==> src/rtl/core_pkg.sv <==
// core_pkg: shared types and constants for multicycle_core.
//   state_t  - control FSM states
//   alu_op_t - 3-bit ALU operation encoding consumed by alu
//   kind_t   - instruction class captured at decode
//   OP_*/F3_*/F7_* - RV64I opcode and funct fields of the supported subset
package core_pkg;

  typedef enum logic [2:0] {
    S_FETCH   = 3'd0,
    S_DECODE  = 3'd1,
    S_EXECUTE = 3'd2,
    S_MEM     = 3'd3,
    S_WB      = 3'd4,
    S_HALT    = 3'd5
  } state_t;

  typedef enum logic [2:0] {
    ALU_ADD = 3'd0,
    ALU_SUB = 3'd1,
    ALU_AND = 3'd2,
    ALU_OR  = 3'd3,
    ALU_XOR = 3'd4,
    ALU_SLT = 3'd5
  } alu_op_t;

  typedef enum logic [1:0] {
    K_ALU = 2'd0,
    K_LD  = 2'd1,
    K_SD  = 2'd2,
    K_BEQ = 2'd3
  } kind_t;

  localparam logic [6:0] OP_REG    = 7'b0110011;
  localparam logic [6:0] OP_IMM    = 7'b0010011;
  localparam logic [6:0] OP_LOAD   = 7'b0000011;
  localparam logic [6:0] OP_STORE  = 7'b0100011;
  localparam logic [6:0] OP_BRANCH = 7'b1100011;

  localparam logic [2:0] F3_ADD_SUB = 3'b000;
  localparam logic [2:0] F3_SLT     = 3'b010;
  localparam logic [2:0] F3_XOR     = 3'b100;
  localparam logic [2:0] F3_OR      = 3'b110;
  localparam logic [2:0] F3_AND     = 3'b111;
  localparam logic [2:0] F3_DWORD   = 3'b011;
  localparam logic [2:0] F3_BEQ     = 3'b000;

  localparam logic [6:0] F7_BASE = 7'b0000000;
  localparam logic [6:0] F7_SUB  = 7'b0100000;

endpackage

==> src/rtl/multicycle_core_alu.sv <==
// alu: combinational datapath arithmetic for multicycle_core.
//   i_a, i_b   - operands (WORDSIZE)
//   i_op       - 3-bit operation (alu_op_t)
//   o_result   - result (WORDSIZE); SLT yields 0 or 1, signed compare
//   o_overflow - signed overflow flag for ADD/SUB, 0 otherwise
module alu
  import core_pkg::*;
#(
  parameter int WORDSIZE = 64
) (
  input  logic [WORDSIZE-1:0] i_a,
  input  logic [WORDSIZE-1:0] i_b,
  input  alu_op_t             i_op,
  output logic [WORDSIZE-1:0] o_result,
  output logic                o_overflow
);

  logic [WORDSIZE-1:0] w_sum;
  logic [WORDSIZE-1:0] w_diff;
  logic                w_lt;

  assign w_sum  = i_a + i_b;
  assign w_diff = i_a - i_b;
  assign w_lt   = $signed(i_a) < $signed(i_b);

  // Operation select and overflow detection
  always_comb begin
    o_result   = {WORDSIZE{1'b0}};
    o_overflow = 1'b0;
    case (i_op)
      ALU_ADD: begin
        o_result   = w_sum;
        o_overflow = (i_a[WORDSIZE-1] == i_b[WORDSIZE-1]) &&
                     (w_sum[WORDSIZE-1] != i_a[WORDSIZE-1]);
      end
      ALU_SUB: begin
        o_result   = w_diff;
        o_overflow = (i_a[WORDSIZE-1] != i_b[WORDSIZE-1]) &&
                     (w_diff[WORDSIZE-1] != i_a[WORDSIZE-1]);
      end
      ALU_AND: o_result = i_a & i_b;
      ALU_OR:  o_result = i_a | i_b;
      ALU_XOR: o_result = i_a ^ i_b;
      ALU_SLT: o_result = {{(WORDSIZE-1){1'b0}}, w_lt};
      default: o_result = {WORDSIZE{1'b0}};
    endcase
  end

endmodule

==> src/rtl/multicycle_core.sv <==
// multicycle_core: RV64I-subset multicycle core
// (ADD SUB AND OR XOR SLT ADDI LD SD BEQ).
// FSM FETCH -> DECODE -> EXECUTE -> {MEM, WB, FETCH}; HALT is absorbing.
//   clk, rst_n               - clock, async active-low reset
//   instr_valid/instr        - offered instruction; instr_ready only in FETCH
//   pc                       - address of the current instruction
//   mem_req/mem_we           - data request and write strobe, held until mem_ack
//   mem_addr/mem_wdata       - byte address and store data
//   mem_ack/mem_rdata        - completion and load data
//   halted                   - stopped on illegal or misaligned instruction
module multicycle_core
  import core_pkg::*;
#(
  parameter int                  WORDSIZE = 64,
  parameter int                  NREGS    = 32,
  parameter logic [WORDSIZE-1:0] RESET_PC = {WORDSIZE{1'b0}}
) (
  input  logic                clk,
  input  logic                rst_n,
  input  logic                instr_valid,
  input  logic [31:0]         instr,
  output logic                instr_ready,
  output logic [WORDSIZE-1:0] pc,
  output logic                mem_req,
  output logic                mem_we,
  output logic [WORDSIZE-1:0] mem_addr,
  output logic [WORDSIZE-1:0] mem_wdata,
  input  logic                mem_ack,
  input  logic [WORDSIZE-1:0] mem_rdata,
  output logic                halted
);

  localparam int RIDX = $clog2(NREGS);

  state_t              r_state;
  logic [31:0]         r_ir;
  logic [WORDSIZE-1:0] r_pc;
  logic [WORDSIZE-1:0] r_a;
  logic [WORDSIZE-1:0] r_b;
  logic [WORDSIZE-1:0] r_imm;
  logic [WORDSIZE-1:0] r_result;
  kind_t               r_kind;
  alu_op_t             r_alu_op;
  logic                r_use_imm;
  logic [RIDX-1:0]     r_rd;
  logic                r_mem_req;
  logic                r_mem_we;
  logic [WORDSIZE-1:0] r_mem_addr;
  logic [WORDSIZE-1:0] r_mem_wdata;
  logic                r_halted;
  logic [WORDSIZE-1:0] r_regs [NREGS];

  logic [6:0]          w_opcode;
  logic [2:0]          w_f3;
  logic [6:0]          w_f7;
  logic [RIDX-1:0]     w_rs1_idx;
  logic [RIDX-1:0]     w_rs2_idx;
  logic [RIDX-1:0]     w_rd_idx;
  logic [WORDSIZE-1:0] w_rs1_val;
  logic [WORDSIZE-1:0] w_rs2_val;
  logic [WORDSIZE-1:0] w_imm_i;
  logic [WORDSIZE-1:0] w_imm_s;
  logic [WORDSIZE-1:0] w_imm_b;
  logic                w_legal;
  kind_t               w_kind;
  alu_op_t             w_op;
  logic                w_use_imm;
  logic [WORDSIZE-1:0] w_imm;
  logic [WORDSIZE-1:0] w_alu_b;
  logic [WORDSIZE-1:0] w_alu_result;
  logic                w_unused_ovf;
  logic [WORDSIZE-1:0] w_pc_plus4;
  logic [WORDSIZE-1:0] w_pc_branch;
  logic                w_eq;

  assign w_opcode  = r_ir[6:0];
  assign w_f3      = r_ir[14:12];
  assign w_f7      = r_ir[31:25];
  assign w_rs1_idx = r_ir[15 +: RIDX];
  assign w_rs2_idx = r_ir[20 +: RIDX];
  assign w_rd_idx  = r_ir[7 +: RIDX];

  // x0 is hardwired to zero on read
  assign w_rs1_val = (w_rs1_idx == {RIDX{1'b0}}) ? {WORDSIZE{1'b0}} : r_regs[w_rs1_idx];
  assign w_rs2_val = (w_rs2_idx == {RIDX{1'b0}}) ? {WORDSIZE{1'b0}} : r_regs[w_rs2_idx];

  assign w_imm_i = {{(WORDSIZE-12){r_ir[31]}}, r_ir[31:20]};
  assign w_imm_s = {{(WORDSIZE-12){r_ir[31]}}, r_ir[31:25], r_ir[11:7]};
  assign w_imm_b = {{(WORDSIZE-13){r_ir[31]}}, r_ir[31], r_ir[7], r_ir[30:25], r_ir[11:8], 1'b0};

  // Instruction decode of IR: legality, class, ALU op and immediate
  always_comb begin
    w_legal   = 1'b0;
    w_kind    = K_ALU;
    w_op      = ALU_ADD;
    w_use_imm = 1'b0;
    w_imm     = w_imm_i;
    case (w_opcode)
      OP_REG: begin
        if (w_f7 == F7_BASE) begin
          w_legal = 1'b1;
          case (w_f3)
            F3_ADD_SUB: w_op = ALU_ADD;
            F3_SLT:     w_op = ALU_SLT;
            F3_XOR:     w_op = ALU_XOR;
            F3_OR:      w_op = ALU_OR;
            F3_AND:     w_op = ALU_AND;
            default:    w_legal = 1'b0;
          endcase
        end else if ((w_f7 == F7_SUB) && (w_f3 == F3_ADD_SUB)) begin
          w_legal = 1'b1;
          w_op    = ALU_SUB;
        end else begin
          w_legal = 1'b0;
        end
      end
      OP_IMM: begin
        w_legal   = (w_f3 == F3_ADD_SUB);
        w_use_imm = 1'b1;
      end
      OP_LOAD: begin
        w_legal   = (w_f3 == F3_DWORD);
        w_kind    = K_LD;
        w_use_imm = 1'b1;
      end
      OP_STORE: begin
        w_legal   = (w_f3 == F3_DWORD);
        w_kind    = K_SD;
        w_use_imm = 1'b1;
        w_imm     = w_imm_s;
      end
      OP_BRANCH: begin
        // Equality is tested as a zero ALU difference
        w_legal = (w_f3 == F3_BEQ);
        w_kind  = K_BEQ;
        w_op    = ALU_SUB;
        w_imm   = w_imm_b;
      end
      default: w_legal = 1'b0;
    endcase
  end

  assign w_alu_b     = r_use_imm ? r_imm : r_b;
  assign w_pc_plus4  = r_pc + {{(WORDSIZE-3){1'b0}}, 3'd4};
  assign w_pc_branch = r_pc + r_imm;
  assign w_eq        = (w_alu_result == {WORDSIZE{1'b0}});

  alu #(.WORDSIZE(WORDSIZE)) u_alu (
    .i_a        (r_a),
    .i_b        (w_alu_b),
    .i_op       (r_alu_op),
    .o_result   (w_alu_result),
    .o_overflow (w_unused_ovf)
  );

  // Control FSM, PC, register file and memory interface registers
  always_ff @(posedge clk or negedge rst_n) begin
    if (!rst_n) begin
      r_state     <= S_FETCH;
      r_ir        <= 32'd0;
      r_pc        <= RESET_PC;
      r_a         <= {WORDSIZE{1'b0}};
      r_b         <= {WORDSIZE{1'b0}};
      r_imm       <= {WORDSIZE{1'b0}};
      r_result    <= {WORDSIZE{1'b0}};
      r_kind      <= K_ALU;
      r_alu_op    <= ALU_ADD;
      r_use_imm   <= 1'b0;
      r_rd        <= {RIDX{1'b0}};
      r_mem_req   <= 1'b0;
      r_mem_we    <= 1'b0;
      r_mem_addr  <= {WORDSIZE{1'b0}};
      r_mem_wdata <= {WORDSIZE{1'b0}};
      r_halted    <= 1'b0;
      for (int i = 0; i < NREGS; i++) begin
        r_regs[i] <= {WORDSIZE{1'b0}};
      end
    end else begin
      case (r_state)
        S_FETCH: begin
          if (instr_valid) begin
            r_ir    <= instr;
            r_state <= S_DECODE;
          end else begin
            r_state <= S_FETCH;
          end
        end
        S_DECODE: begin
          if (w_legal) begin
            r_a       <= w_rs1_val;
            r_b       <= w_rs2_val;
            r_imm     <= w_imm;
            r_kind    <= w_kind;
            r_alu_op  <= w_op;
            r_use_imm <= w_use_imm;
            r_rd      <= w_rd_idx;
            r_state   <= S_EXECUTE;
          end else begin
            r_halted <= 1'b1;
            r_state  <= S_HALT;
          end
        end
        S_EXECUTE: begin
          case (r_kind)
            K_BEQ: begin
              r_pc    <= w_eq ? w_pc_branch : w_pc_plus4;
              r_state <= S_FETCH;
            end
            K_LD, K_SD: begin
              // Misaligned doubleword access halts before any request goes out
              if (w_alu_result[2:0] != 3'b000) begin
                r_halted <= 1'b1;
                r_state  <= S_HALT;
              end else begin
                r_mem_req   <= 1'b1;
                r_mem_we    <= (r_kind == K_SD);
                r_mem_addr  <= w_alu_result;
                r_mem_wdata <= r_b;
                r_state     <= S_MEM;
              end
            end
            default: begin
              r_result <= w_alu_result;
              r_state  <= S_WB;
            end
          endcase
        end
        S_MEM: begin
          if (mem_ack) begin
            r_mem_req <= 1'b0;
            r_mem_we  <= 1'b0;
            if (r_kind == K_SD) begin
              r_pc    <= w_pc_plus4;
              r_state <= S_FETCH;
            end else begin
              r_result <= mem_rdata;
              r_state  <= S_WB;
            end
          end else begin
            r_state <= S_MEM;
          end
        end
        S_WB: begin
          if (r_rd != {RIDX{1'b0}}) begin
            r_regs[r_rd] <= r_result;
          end
          r_pc    <= w_pc_plus4;
          r_state <= S_FETCH;
        end
        S_HALT: begin
          r_halted <= 1'b1;
          r_state  <= S_HALT;
        end
        default: begin
          r_halted <= 1'b1;
          r_state  <= S_HALT;
        end
      endcase
    end
  end

  assign instr_ready = (r_state == S_FETCH);
  assign pc          = r_pc;
  assign mem_req     = r_mem_req;
  assign mem_we      = r_mem_we;
  assign mem_addr    = r_mem_addr;
  assign mem_wdata   = r_mem_wdata;
  assign halted      = r_halted;

endmodule

==> config.mk <==
export PLATFORM = sky130hd
export DESIGN_NAME = multicycle_core
export DESIGN_NICKNAME = d
export VERILOG_FILES = /design/src/rtl/core_pkg.sv /design/src/rtl/multicycle_core_alu.sv /design/src/rtl/multicycle_core.sv
export SDC_FILE = /design/constraint.sdc
export NUM_CORES = 2
export LEC_CHECK = 0
export ABC_CLOCK_PERIOD_IN_PS = 8000
export CAP_MARGIN = 40
export CORE_MARGIN = 2
export CORE_UTILIZATION = 24
export DETAILED_ROUTE_END_ITERATION = 8
export DONT_BUFFER_PORTS = 1
export HOLD_SLACK_MARGIN = 0.02
export PLACE_DENSITY_LB_ADDON = 0.1
export SYNTH_ARGS = -nofsm -noshare
export SYNTH_HDL_FRONTEND = slang
export SYNTH_SLANG_ARGS = --single-unit
==> constraint.sdc <==
create_clock -name clk -period 8 [get_ports clk]
set_clock_uncertainty 0.1 [all_clocks]
set_input_delay 0.4 -clock clk [delete_from_list [all_inputs] [get_ports clk]]
set_output_delay 0.4 -clock clk [all_outputs]
set_load 0.01 [all_outputs]
======== After elaboration in Yosys (flattened, before gate mapping) ========
Cells that the tools add are included.
operators by class
  multiply operators ...................... 0
  multiplexer cells ....................... 51
  shifts and indexed selects .............. 0
  add/subtract/negate cells ............... 4
  order comparisons ....................... 5
  div/mod/pow operators ................... 0
  bitwise operators ....................... 8
  reduce and logical (&&, ||, !) cells .... 28
  equal/unequal tests ..................... 32
operator list
  kind                                                  number
  bitwise mux 2048 bit                                  1
  2-to-1 mux 64 bit                                     15
  binary-select mux 64 bit (select 5 bit)               2
  case mux 64 bit (6 select lines)                      1
  demux 64 bit (select 5 bit)                           1
  case mux 64 bit (3 select lines)                      1
  adder 64 bit                                          2
  case mux 64 bit (2 select lines)                      1
  adder 64 x 3 -> 64 bit (second input constant)        1
  bitwise AND 64 bit                                    1
  logical NOT 64 bit                                    1
  less-than comparator 64 bit                           1
  bitwise OR 64 bit                                     1
  subtractor 64 bit                                     1
  bitwise XOR 64 bit                                    1
  case mux 12 bit (2 select lines)                      1
  equality test 7 x 6 -> 1 bit (second input constant)  3
  equality test 3 x 2 -> 1 bit (second input constant)  6
  equality test 3 bit (second input constant)           6
  >= comparator 6 bit (second input constant)           3
  NOT 5 -> 6 bit                                        3
  inequality test 2 bit (second input constant)         8
  AND reduction 4 bit                                   4
  2-to-1 mux 3 bit                                      5
  28 further kinds                                      58
storage, ports and cells
  input port bits ......................... 100
  bits in writable memories ............... 0
  word-level logic and storage cells ...... 176
  memories ................................ 0
  bits in read-only memories .............. 0
  flip-flop bits (word level) ............. 2494
  latch bits .............................. 0

======== Depth between registers and ports, before layout ========
  word-level depth ........................ 7
  depth in mapped cells ................... 25

======== Cells and area by module ========
A second synthesis with hierarchy kept.
unflattened totals
  cells, all modules ...................... 10520
  area total of the unflattened synthesis .. 141007.7 µm²
by module, submodules not included
  module           cells an instance  sequential area each (µm²)  times used  area an instance (µm²)
  multicycle_core  8683               62409.9                     1           129673.1
  alu              1837               0.0                         1           11334.6

======== Worst setup path before layout ========
OpenSTA, ideal clock, no wires.
  path type ............................... register -> register
  start ................................... reg r_imm[12]
  end ..................................... reg r_pc[26], in the netlist pc[26]
  arrival ................................. 5.969 ns
  stages on the path, launching flop included .. 24
  slack ................................... 1.804 ns
  library setup time ...................... 0.126 ns
  buffers on the path ..................... 5
  clock period less this slack ............ 6.196 ns
  cells stage by stage .................... dfrtp_1 and2_1 clkbuf_1 clkbuf_1 a21oi_1 ha_1 buf_2 nor4_2 nand2_1 a2111oi_2 nor4_4 a311oi_2 a211oi_1 mux2i_1 a221o_1 nor4_1 nand4_1 nor4b_2 nand4_1 nor2_2 buf_4 buf_4 nor2_1 a311o_1
between the ends
  cells in the longest elaborated chain, start to end .. 7
  elaborated cells between the ends (all ways) .. 13
  classes of those cells .................. add/sub (3); order compare (1); mux (5); bitwise (3); reduce/logical (1)
RTL lines
  what                                             RTL line                   source
  from (decl)                                      multicycle_core.sv:40      logic [WORDSIZE-1:0] r_imm;
  from (signal assigned)                           multicycle_core.sv:164     r_imm <= {WORDSIZE{1'b0}};
  from (signal assigned)                           multicycle_core.sv:192     r_imm <= w_imm;
  2-to-1 mux 64 bit                                multicycle_core.sv:143     assign w_alu_b = r_use_imm ? r_imm : r_b;
  subtractor 64 bit, or another cell as far along  multicycle_core_alu.sv:23  assign w_diff = i_a - i_b;
  case mux 64 bit (6 select lines)                 multicycle_core_alu.sv:30  case (i_op)
  logical NOT 64 bit                               multicycle_core.sv:146     assign w_eq = (w_alu_result == {WORDSIZE{1'b0}});
  2-to-1 mux 64 bit *                              multicycle_core.sv:206     r_pc <= w_eq ? w_pc_branch : w_pc_plus4;
  2-to-1 mux 64 bit *                              multicycle_core.sv:204     case (r_kind)
  case mux 64 bit (3 select lines) *               multicycle_core.sv:179     case (r_state)
  to (signal assigned)                             multicycle_core.sv:206
  to (signal assigned)                             multicycle_core.sv:233     r_pc <= w_pc_plus4;
  to (signal assigned)                             multicycle_core.sv:247     r_pc <= w_pc_plus4;
  to (decl)                                        multicycle_core.sv:37      logic [WORDSIZE-1:0] r_pc;
Mark *: on every way between the ends. The rest lies on a longest branch, timed or not. The select of a mux whose other input is x is not followed.
A chain may end at the register's enable or synchronous reset.

======== Worst setup path in the final report ========
  start ................................... reg r_imm[12]
  end ..................................... reg r_pc[19], in the netlist pc[19]
The elaborated chain is that of the path after synthesis.

==> impl_metrics.csv <==
group,metric,value,unit
floorplanning,dieHeight,773.8,um
sta,fin_crit_sh,0.9359,
final_layout,fin_util,0.2819,
global_route,grt_antenna_before_repair,71,
sta,slew_violations,0,
sta,timing.fmax,0.1336,GHz
placement,dp_hpwl,406.8,mm
placement,place_inst,18060,
detailed_routing,topRoutingLayerUsed,"met5",
setup_path,timing.rr.end,"pc[19]",
logic_synthesis,postSynthAreaPerCell,13.10,um2
floorplanning,num_rows,282,
power,irDropWorstVdd,270.0,uV
sta,finalSetupTns,0,ns
logic_synthesis,synthMuxAreaShare,0.3729,
clocking,htreeDepth,5,
clocking,clk_latency,1.02,ns
clocking,clk_pin_slew,0.06,ns
detailed_routing,wl_met1,279.1,mm
logic_synthesis,ys_types,98,
logic_synthesis,syn-num-nets,11230,
clocking,cts_resized,0,
logic_synthesis,synth_top_family_by_area,"multiplexers",
sta,worstMarginPinSlew,1.460,ns
logic_synthesis,ys.flop_type,"dfrtp_1",
worst_hold_path,hold_end,"r_result[2]",
setup_path,start_kind,"flop",
logic_synthesis,synth_simple_gate_area_share,0.04405,
global_route,track_usage,0.2048,
logic_synthesis,yosys_warnings,0,
logic_synthesis,yosysSeqAreaShare,0.4388,
placement,gp_congestion,0.9157,
setup_path,cp_cell_sequence,"and2_4 -> buf_4 -> a21oi_1 -> ha_1 -> a21oi_1 -> o21ai_0 -> or2_2 -> a2111oi_2 -> buf_4 -> o21a_1 -> o31a_1 -> nor2_1 -> nor2_1 -> o21a_1 -> a21oi_1 -> nor2_1 -> buf_4 -> nand4_1 -> or2_2 -> buf_12 -> a31o_1 -> a211o_1",
final_layout,drive_above_1_share,0.3996,
placement,portBuffers,0,
setup_path,critPathArrivalTime,8.24,ns
detailed_routing,num_vias,99320,
logic_synthesis,synth-seq-cells,2494,
final_layout,postLayoutCellArea,166300,um2
logic_synthesis,synthAdderAreaFrac,0.02400,
floorplanning,num_io_pins,296,
final_layout,area_delta_synth_final,16.95,%
worst_hold_path,hold_path_class,"primary input to flop",
global_route,grt_remaining_overflow,0,
detailed_routing,ant_nets,0,
clocking,cts.sinks,2494,
detailed_routing,dr_wl_met3,28.82,mm
clocking,cts_inserted_buffers,310,
global_route,grt_pass1_vias,103400,
outcome,status,"finished clean",
final_layout,final_nets,11070,
setup_path,r2r-start,"r_imm[12]",
clocking,clockBufferDepth,4,
worst_hold_path,hold_depth,3,
setup_path,cpPeakStageDelay,0.59,ns
worst_hold_path,worstHoldStart,"mem_rdata[2]",
power,p_total,41.74,mW
floorplanning,core-area,589900,um2
setup_path,crit_type,"flop to flop",
placement,postPlaceCellArea,154400,um2
detailed_routing,drtIter0Drc,7935,
logic_synthesis,synth_edf_count,0,
sta,worst_slack,0.5131,ns
clocking,cts_tree,"yes",
logic_synthesis,synth_compound_area_frac,0.07975,
logic_synthesis,yosysTopAreaCellShare,0.4388,
logic_synthesis,synth.most_common_cell,"dfrtp_1",
setup_path,ff2ff_setup_slack,0.51,ns
power,pwr_density_cell,251.0,nW/um2
setup_path,end_kind,"flop",
final_layout,stdcell_count,18770,
global_route,grt_pass1_wl,875.5,mm
global_route,grt_max_degree,266,
final_layout,nFillCells,59640,
floorplanning,die_w,773.8,um
placement,preCtsSetupSlack,0.4817,ns
setup_path,crit_fanout,57,
detailed_routing,via_per_inst,5.291,
floorplanning,dieArea,598700,um2
sta,hold_viol_final,0,
sta,slew_headroom,0.02655,
sta,post-route-min-period,7.487,ns
logic_synthesis,synthXorXnorAreaFrac,0.004804,
final_layout,multiInputGateArea,75120,um2
setup_path,cpMaxStageDelayCell,"ha_1",
detailed_routing,drc_errors,0,
logic_synthesis,netlist_instances,10860,
floorplanning,floorplan.initialDensity,0.2411,
logic_synthesis,async_flop_share,1.000,
setup_path,r2r_cells,22,
clocking,ctsRootBufferMaster,"clkbuf_16",
sta,setup_viol,0,
detailed_routing,finalWirelength,628.3,mm
run,drv_cap,0,
setup_path,required,8.75,ns
power,p_leak,73.01,nW
detailed_routing,wl_per_cell,33.47,um
final_layout,ff_latch_area,62450,um2
detailed_routing,route.met2.wl,298.6,mm
logic_synthesis,synth_area_leader_cell,"dfrtp_1",
detailed_routing,drtPass1Iterations,6,
logic_synthesis,synth_area_leaders,"dfrtp_1 (44%), mux4_2 (19%), mux2_2 (17%)",
logic_synthesis,synth_area,142200,um2
sta,holdWs,0.1125,ns
sta,rsz0062_at_grt,"false",
logic_synthesis,synth_common_cells,"dfrtp_1 (2494), mux2_2 (2086), mux4_2 (1186)",
clocking,post_cts_buffers,0,
## critical path, delay by kind of cell (launching register included)
family,cells,cell delay (ns)
AOI/OAI and AO/OA,10,2.70
and+or+nand+nor,7,2.20
buffers and inverters,4,1.27
adders and majority gates,1,0.59
DFF,1,0.41
## power by group
part | leakage [nW] | internal [mW] | total, mW | switching (mW)
Sequential | 34.5 | 13.0 | 14.0 | 1.06
Clock | 5.18 | 8.55 | 14.7 | 6.13
Combinational | 33.3 | 4.69 | 13.0 | 8.34
## worst max path at each step
stage / depth (start not counted) / slack, ns / to / startpoint
after floorplan: 23 / 1.80 / pc[26] / r_imm[12]
after CTS: 22 / 0.45 / pc[19] / r_imm[12]
after global routing: 24 / 0.23 / pc[9] / r_use_imm
after global placement: 22 / 0.43 / pc[19] / r_imm[12]
final: 22 / 0.51 / pc[19] / r_imm[12]
after detailed placement: 22 / 0.48 / pc[19] / r_use_imm
## logic make-up (layout without fill, tap and decap cells)
kind of cell | count (synthesis) | in the layout
AOI/OAI and AO/OA | 1788 | 1788
xor gates and xnor gates | 78 | 78
adders and majority gates | 271 | 271
buffers and inverters | 1335 | 1429
DFF | 2494 | 2494
muxes | 3554 | 3554
other | 0 | 14
and+or+nand+nor | 1336 | 1336
## layout by cell type (no fill, tap or decap), types with 20 or more instances in the layout
cell           instances
dfrtp_1             2483
or2_2                 20
a211oi_1              50
o22ai_1              181
o21bai_1              36
a31oi_1               39
ha_1                 268
clkbuf_8              90
a22oi_1               39
nand2_1              476
buf_12                65
nand4_1               61
buf_16                90
dlygate4sd3_1        127
o211ai_1              43
nor2b_1               37
nor4_1                62
mux4_2              1186
nor3_1               108
mux2_2              2086
o21ai_0              440
xnor2_1               54
o21a_1                40
o31ai_1               41
or4_1                 27
buf_4                271
a21o_1                73
xor2_1                24
o221ai_1              74
clkinv_2              53
clkbuf_16            316
mux2i_1              275
inv_1                281
clkbuf_1              63
nand2b_1              32
a21oi_1              480
and3_1                23
nand3_1               92
nor2_1               284
## per-layer routing
| metal | up-vias | track usage |
|---|---|---|
| met4 | 10 | 0.06209 |
| met1 | 54340 | 0.2779 |
| met2 | 2940 | 0.3385 |
| met3 | 848 | 0.02924 |
| li1 | 41190 | - |
| met5 | - | 0 |
## registers in the layout (all words and copies together) (netlist names)
signal	cells
r_ir	32
mem_wdata	64
mem_addr	64
r_use_imm	1
r_kind	2
r_b	64
r_imm	13
r_regs	2048
halted	1
r_state	3
r_a	64
r_result	64
pc	64
r_rd	5
mem_we	1
r_alu_op	3
mem_req	1
## timing repair
action / CTS / global route
endpoints found under the hold margin: 755 / 0
endpoints found under the setup margin: 0 / 0
hold buffers: 129 / 0
## final cells by class
| cell class | instances | share of cell area |
|---|---|---|
| Multi-Input combinational cell | 7027 | 0.4517 |
| Sequential cell | 2494 | 0.3755 |
| Tap cell | 7810 | 0.05875 |
| Clock buffer | 469 | 0.05641 |
| Timing Repair Buffer | 583 | 0.04447 |
| Clock inverter | 92 | 0.006515 |
| Inverter | 285 | 0.006515 |
| Antenna cell | 14 | 0.0002106 |
Note: power is estimated with default switching activity, not from simulation.
